===== src/rtl/prog_loader.sv =====
// Serial program loader: 12-bit LSB-first frames {data, addr} written into a 16x8 instruction memory.
// Optional sticky framing-error output is enabled by defining LOADER_ERR_EN.
module prog_loader (
    input  logic       clk,
    input  logic       rst_n,
    input  logic       sclk,
    input  logic       mosi,
    input  logic [1:0] mode,
    input  logic [3:0] rd_addr,
    output logic [7:0] rd_data,
    output logic       wr_valid,
    output logic [3:0] wr_addr,
    output logic [7:0] wr_data,
    output logic [4:0] load_cnt,
    output logic       run_out
`ifdef LOADER_ERR_EN
    ,
    output logic       frame_err
`endif
);

    // state  | meaning
    // IDLE   | waiting for mode 01 (shift) or 11 (run)
    // SHIFT  | collecting frame bits on synchronized sclk rising edges
    // COMMIT | one cycle: memory write, wr_valid pulse
    // RUN    | core enabled, serial inputs ignored
    typedef enum logic [1:0] {IDLE, SHIFT, COMMIT, RUN} state_t;

    localparam logic [1:0] MODE_SHIFT = 2'b01;
    localparam logic [1:0] MODE_RUN   = 2'b11;
    localparam logic [3:0] FRAME_BITS = 4'd12;

    state_t      state;
    logic        sclk_q1, sclk_s, sclk_prev;
    logic        mosi_q1, mosi_s;
    logic [1:0]  mode_q1, mode_s;
    logic [3:0]  bit_cnt;
    logic [11:0] shift_reg;
    logic        overrun;
    logic        sclk_rise;
    logic [7:0]  mem [16];

    always_ff @(posedge clk or negedge rst_n) begin
        if (!rst_n) begin
            sclk_q1   <= 1'b0;
            sclk_s    <= 1'b0;
            sclk_prev <= 1'b0;
            mosi_q1   <= 1'b0;
            mosi_s    <= 1'b0;
            mode_q1   <= 2'b00;
            mode_s    <= 2'b00;
        end else begin
            sclk_q1   <= sclk;
            sclk_s    <= sclk_q1;
            sclk_prev <= sclk_s;
            mosi_q1   <= mosi;
            mosi_s    <= mosi_q1;
            mode_q1   <= mode;
            mode_s    <= mode_q1;
        end
    end

    assign sclk_rise = sclk_s & ~sclk_prev;

    always_ff @(posedge clk or negedge rst_n) begin
        if (!rst_n) begin
            state     <= IDLE;
            bit_cnt   <= 4'd0;
            shift_reg <= 12'd0;
            overrun   <= 1'b0;
            wr_valid  <= 1'b0;
            wr_addr   <= 4'd0;
            wr_data   <= 8'd0;
            load_cnt  <= 5'd0;
            run_out   <= 1'b0;
`ifdef LOADER_ERR_EN
            frame_err <= 1'b0;
`endif
        end else begin
            case (state)
                IDLE: begin
                    wr_valid <= 1'b0;
                    run_out  <= 1'b0;
                    if (mode_s == MODE_SHIFT) begin
                        state   <= SHIFT;
                        bit_cnt <= 4'd0;
                        overrun <= 1'b0;
                    end else if (mode_s == MODE_RUN) begin
                        state   <= RUN;
                        run_out <= 1'b1;
                    end
                end
                SHIFT: begin
                    if (mode_s == MODE_SHIFT) begin
                        if (sclk_rise) begin
                            if (bit_cnt < FRAME_BITS) begin
                                shift_reg[bit_cnt] <= mosi_s;
                                bit_cnt            <= bit_cnt + 4'd1;
                            end else begin
                                overrun <= 1'b1;
`ifdef LOADER_ERR_EN
                                frame_err <= 1'b1;
`endif
                            end
                        end
                    end else if (bit_cnt == FRAME_BITS && !overrun) begin
                        // Outputs are registered on entry so they are visible during COMMIT.
                        state    <= COMMIT;
                        wr_valid <= 1'b1;
                        wr_addr  <= shift_reg[3:0];
                        wr_data  <= shift_reg[11:4];
                        if (load_cnt != 5'd16)
                            load_cnt <= load_cnt + 5'd1;
                    end else begin
                        state <= IDLE;
`ifdef LOADER_ERR_EN
                        if (bit_cnt != FRAME_BITS)
                            frame_err <= 1'b1;
`endif
                    end
                end
                COMMIT: begin
                    wr_valid <= 1'b0;
                    state    <= IDLE;
                end
                RUN: begin
                    if (mode_s != MODE_RUN) begin
                        state   <= IDLE;
                        run_out <= 1'b0;
                    end
                end
                default: begin
                    state    <= IDLE;
                    wr_valid <= 1'b0;
                    run_out  <= 1'b0;
                end
            endcase
        end
    end

    // Written at the edge ending COMMIT, so a same-cycle read still sees the old byte.
    always_ff @(posedge clk) begin
        if (state == COMMIT)
            mem[wr_addr] <= wr_data;
    end

    assign rd_data = mem[rd_addr];

endmodule


===== config.mk =====
export PLATFORM = sky130hd
export DESIGN_NAME = prog_loader
export DESIGN_NICKNAME = d
export VERILOG_FILES = /design/src/rtl/prog_loader.sv
export SDC_FILE = /design/constraint.sdc
export NUM_CORES = 1
export LEC_CHECK = 0
export ABC_AREA = 1
export CORE_MARGIN = 4
export CORE_UTILIZATION = 40
export CTS_BUF_LIST = sky130_fd_sc_hd__clkbuf_16
export CTS_CLUSTER_DIAMETER = 100
export CTS_CLUSTER_SIZE = 30
export DETAILED_ROUTE_END_ITERATION = 8
export PLACE_DENSITY = 0.6
export SKIP_LAST_GASP = 1
export SYNTH_ARGS = -nofsm -noshare
export SYNTH_HDL_FRONTEND = slang
export SYNTH_SLANG_ARGS = --single-unit

===== constraint.sdc =====
create_clock -name clk -period 2.2 [get_ports clk]
set_input_delay 0.33 -clock clk [delete_from_list [all_inputs] [get_ports clk]]
set_output_delay 0.33 -clock clk [all_outputs]
set_load 0.01 [all_outputs]

==> Yosys cells after proc, flatten, opt, wreduce, memory -nomap -nowiden <==
Memory sizes are Yosys's and may differ from the RTL's.
Index checks and enable logic that the tools add are counted.
{ "word_totals": {"ramBits": 128, "memories": 1, "word_cells": 86, "input_bits": 10, "register_bits": 47} }
{ "memory_table": {"columns": ["name", "words", "word_bits", "read_ports", "rd_clocked_by_memory_dff", "wr", "line_no", "rtl"], "rows": [
  ["mem", 16, 8, 1, 0, 1, "41", "logic [7:0] mem [16];"]
]} }
{ "classes": {"eq_ne": 17, "reduce_logical": 16, "mux": 28, "magnitude_cmp": 3, "bitwise": 3, "add_sub_neg": 2} }
{ "op_table": {"columns": ["cell", "count"], "rows": [
  ["inequality test 2 bit (second input constant)", 9],
  ["2-to-1 mux 4 bit", 4],
  ["bitwise mux 12 bit", 1],
  ["2-to-1 mux 1 bit", 12],
  ["2-to-1 mux 2 bit", 5],
  ["AND reduction 5 bit", 2],
  ["AND reduction 3 bit", 3],
  ["case mux 2 bit (4 select lines)", 1],
  ["case mux 4 bit (2 select lines)", 1],
  ["AND reduction 4 bit", 2],
  ["== test 2 bit (second input constant)", 3],
  ["case mux 1 bit (2 select lines)", 3],
  ["nonzero test 2 bit", 3],
  ["adder 5 x 1 -> 5 bit (second input constant)", 1],
  ["less-than comparator 4 x 5 -> 1 bit (second input constant)", 1],
  ["inequality test 5 bit (second input constant)", 1],
  ["adder 4 x 1 -> 4 bit (second input constant)", 1],
  ["demux 1 bit (select 4 bit)", 1],
  ["== test 2 x 1 -> 1 bit (second input constant)", 2],
  ["== test 4 bit (second input constant)", 1],
  [">= comparator 4 x 1 -> 1 bit (second input constant)", 1],
  ["less-than comparator 4 bit (second input constant)", 1],
  ["inequality test 3 bit (second input constant)", 1],
  ["logical AND 1 bit", 2],
  ["6 further kinds", 7]
]} }

==> Logic depth before layout (Yosys ltp) <==
{ "depth": {"ltp_word": 5, "mapped_depth": 9, "ltp_nobuf": 8} }

==> Worst setup path before layout <==
OpenSTA, ideal clock, no wires.
{ "synth_timing": {"path_kind": "register -> register", "from": "register state[1]", "to": "memory mem[8][0] (enable)", "n_path_buf": 0, "path_slack_ns": 0.472, "required_ns": 1.830, "period_less_slack_ns": 1.728, "stages_incl_launch_ff": 7, "setup_time_ns": 0.370, "arrival_ns": 1.358, "path_cell_list": "dfrtp_1 > inv_2 > nor2_1 > inv_1 > nor2_1 > nand2_1 > nor2_1"} }
{ "synth_between": {"elab_chain_cells": 3} }
{ "synth_rtl": {"columns": ["item", "line_no", "rtl"], "rows": [
  ["from (decl)", "33", "state_t state;"],
  ["from (signal assigned)", "67", "state <= IDLE;"],
  ["from (signal assigned)", "85", "state <= SHIFT;"],
  ["from (signal assigned)", "89", "state <= RUN;"],
  ["== test 2 bit", "143", "if (state == COMMIT)"],
  ["2-to-1 mux 1 bit", "143", null],
  ["2-to-1 mux 1 bit (implied by the code)", "144", "mem[wr_addr] <= wr_data;"],
  ["to (decl)", "41", null]
]} }
No other way between the ends.

==> Worst setup path in the final report <==
{ "layout_timing": {"from": "input port rd_addr[0]", "to": "output port rd_data[4]"} }
{ "layout_between": {"elab_chain_cells": 1} }
{ "layout_rtl": {"columns": ["item", "line_no", "rtl"], "rows": [
  ["from (decl)", "9", "input logic [3:0] rd_addr,"],
  ["memory read (16 x 8 bit)", null, null],
  ["to (decl)", "10", "output logic [7:0] rd_data,"]
]} }
No other way between the ends.

==> impl_summary.md <==
Timing
In this run the tightest slew margin relative to its limit is 63.26%. Setup violations remaining at the end of the flow were counted as 0. The transition at the pin with the smallest max-transition slack is 0.5512 ns. The max-slew violation count is 0. The maximum clock frequency is 472.7 MHz. The hold violation count in the final report is 0. Setup slack on the critical path of the routed design comes to 0.08452 ns. The worst clock skew on the final layout is 0.008666 ns. The final clock period utilization by the worst path is 96.16%. The routed design could run at a clock period as short as 2.115 ns. Setup repair after global routing left no endpoint under its margin.

Detailed routing
After detailed routing, the average wire length per cell comes to 16.36 µm. The violation count after the first detailed-route iteration is 437. The first-pass iteration count of the detailed router is 5. After detailed routing, the total wire length is 18550 µm. The via count is 5446. Dividing the detail-routed via count by the number of cells gives 4.802. In the routed design, unresolved DRC markers number 0. Once detail routing completed, the nets flagged for antenna violations numbered 0.

Setup path
For flop-to-flop paths, the worst setup slack is 0.30 ns. The critical path data required time is 1.87 ns. The data arrival time of the critical path is 1.79 ns.

The cell with the most instances on the worst path is sky130_fd_sc_hd__nand2_1. Traced cell by cell, the critical path runs through clkbuf_4 > inv_8 > buf_12 > nand2_1 > nand2_1 > nand2_1 > nand3_1 > nand3_1 > nand2_1 > clkdlybuf4s50_1. Along the worst path, the maximum fanout reaches 15. The depth of the worst register-to-register path is 5. The critical path is of the input pin to primary output type. The worst register-to-register path begins at state[1]. STA classifies the critical path startpoint as an input pin.

STA classifies the critical path endpoint as a primary output. Among all stages on the critical path, the largest delay is contributed by sky130_fd_sc_hd__clkdlybuf4s50_1. The endpoint of the worst-slack reg-to-reg timing path is mem[13][0]. For this run, the slowest stage of the critical path takes 0.53 ns.

Counting both buffers and inverters, the worst setup path holds a total of 4. Broken down by cell family, the worst path's largest delay share belongs to buffers and inverters.

Clocking
The H-tree was split into 4 levels. For the worst-skew pair, the clock arrives at the later sink with an insertion delay of 0.43 ns. The number of clock buffers inserted by TritonCTS is 17. The TritonCTS clock tree is done.

The largest buffer count on any clock path is 2. Clock-pin slew was measured on the worst setup and hold paths at 0.06 ns. After clock tree synthesis, the setup repair step added 0 buffers. The clock sink count is 175. The cell sitting at the root of the clock tree is a sky130_fd_sc_hd__clkbuf_16.

Placed design
The routability congestion estimate from global placement is 0.8501. The HPWL after detailed placement is 12110 µm. The post-placement setup slack is -0.2382 ns. The number of input and output port buffers inserted is 36.

Once placement completed, the tool counted placed cells totaling 1097.

Yosys
After Yosys synthesis, full adders, half adders and majority gates account for 0.9728% of the synthesized area. The synthesized design contains 128 enable-type register cells. The post-synthesis share of cell area spent on and, or, nand and nor gates is 24.46%.

Of all flip-flops after synthesis, the portion carrying an async set or reset was 26.86%. In this run, distinct cell masters in the synthesized netlist total 28. In the synthesized netlist, the number of instances is 791. The sequential area share after synthesis is 65.05%.

After Yosys synthesis, XOR and XNOR cells account for 0.5674% of the synthesized area. The netlist area before placement is 7717 µm². The compound-gate portion of the synthesized area is 0.9241%. The average instance in the mapped netlist occupies 9.757 µm². After synthesis the netlist holds a flip-flop and latch count of 175. For this run, the leading register cell type out of synthesis is sky130_fd_sc_hd__edfxtp_1. The Yosys warning count is 0. Counting every net in the synthesized netlist gives 807. By area, the combinational part of the netlist is dominated by simple AND/OR/NAND/NOR gates.

Measured against the total synthesized area, the mux share comes to 0%.

Min path
In this run the most critical hold path is launched from mode[1]. Counting instances, the worst hold path has a depth of 1. The worst hold path belongs to the class input pin to flop. The end point of the most critical hold path is mode_q1[1].

Power
Across the VDD grid, the largest voltage drop is 0.5600 mV. The power share of the sequential group is 50.3%. The leakage power total is 4.322 nW. The total design power is 7.239 mW. Internal power comes to 5.487 mW.

The proportion of power drawn by combinational gates is 8.8%. The switching share of power is 24.20%. The power per unit of standard cell area is 774.2 nW/µm². Summed over all nets, the switching power comes to 1.752 mW.

Per report_power, the clock group accounts for 40.9% of the total.

Floorplanning
The floorplan die width is 146.9 µm. Measured along the y axis, the die boundary spans 146.9 µm. In this run the core area contains 50 standard-cell rows. The core region is 18830 µm². Pin placement for this block handled 37 I/O pins. The floorplan step defined a die boundary enclosing 21580 µm². The initial core utilization is 40.98%.

Finish
The library cell used most frequently in the layout, excluding fill and tap cells, is sky130_fd_sc_hd__nand2_1. In the layout the commonest cells are sky130_fd_sc_hd__nand2_1, sky130_fd_sc_hd__edfxtp_1, sky130_fd_sc_hd__nand3_1, sky130_fd_sc_hd__inv_1, sky130_fd_sc_hd__dfrtp_1. The repair_antennas step left the layout with diodes totalling 0. The flip-flop count of the largest register after layout is 128. Cells with a size suffix above 1 make up 10.76% of the layout. The non-filler instance count after layout is 1134.

Measured on the finished design, the core utilization comes to 49.65%. The net total in the final layout is 877. Compared with the post-synthesis result, the final layout area differs by 21.16%.

GRT
The initial antenna violation count is 0. The largest net degree at the start of global routing is 50. Global routing used 17.49% of the available tracks across all layers. The first global-routing pass estimated 28810 µm of wire. The number of global-route vias before repair came to 5209.

The total overflow left after global routing is 0.

Run
Across the run, the number of max-cap violations was 0.

Outcome
The flow ran to the end, and the final reports show no timing, DRC or antenna violations.
[kinds of logic (layout without fill, tap and decap cells)]
group                    count (synthesis)  after routing
AO/OA/AOI/OAI                           11             11
XOR/XNOR                                 5              5
adder cells (fa/ha/maj)                  6              6
buffers and inverters                  153            236
flip-flops                             175            175
AND/OR/NAND/NOR                        441            441
[final cells by class]
class,instances,area [µm²]
well taps,260,325.3
repair buffers,81,862.1
inverters,123,470.5
clock inverters,12,93.84
fillers,1692,9480
flip-flops and latches,175,5020
clock buffers,20,500.5
multi-input cells,463,2078
[what timing repair did]
item,4_1_cts,5_1_grt
resized for setup,5,15
hold buffers,1,0
cloned,1,3
hold endpoints to repair,22,0
endpoints found under the setup margin,8,7
[through the flow]
step           hold WS [ns]  TNS [ns]  instance area (µm²)
2_1_floorplan       0.03441         0                 7717
3_3_place_gp         0.3323    -1.812                 8625
3_5_place_dp         0.3356    -1.787                 8625
4_1_cts              0.3210         0                 9261
5_1_grt              0.3246         0                 9350
6_report             0.3372         0                 9350
[cells in the mapped netlist (all sizes together) (3+ instances only)]
library cell / n / area, µm²
buf: 13 / 92.59
clkbuf: 17 / 63.81
dfrtp: 47 / 1176
edfxtp: 128 / 3844
ha: 6 / 75.07
inv: 122 / 457.9
nand2: 279 / 1065
nand3: 118 / 590.6
nor2: 38 / 175.2
nor3: 3 / 37.53
o21ai: 6 / 30.03
xor2: 3 / 26.28
[routing by layer]
metal	part of all wire, %	vias up	GRT usage [%]
met2	48	151	28.39
met5	0	-	0
met3	5.3	27	3.362
li1	-	2665	-
met1	44	2603	23.44
met4	2.3	0	6.664
[worst max path at each step]
stage / start / to / slack [ns] / depth (start not counted)
floorplan: state[1] / mem[8][0] / 0.47 / 6
global placement: rd_addr[1] / rd_data[3] / -0.26 / 7
detailed placement: rd_addr[1] / rd_data[3] / -0.24 / 7
CTS: rd_addr[1] / rd_data[4] / 0.03 / 7
global route: rd_addr[0] / rd_data[4] / 0.005 / 10
finish: rd_addr[0] / rd_data[4] / 0.08 / 10
[power groups by stage]
stage	Combinational, mW	Sequential, mW	Clock [mW]
after CTS	0.632	3.64	3.01
after detailed placement	0.618	3.71	0
after floorplan	0.398	3.69	0
final	0.639	3.64	2.96
after global placement	0.618	3.71	0
after global routing	0.714	3.65	3.14
No activity file was read; power rests on OpenSTA's default activity.
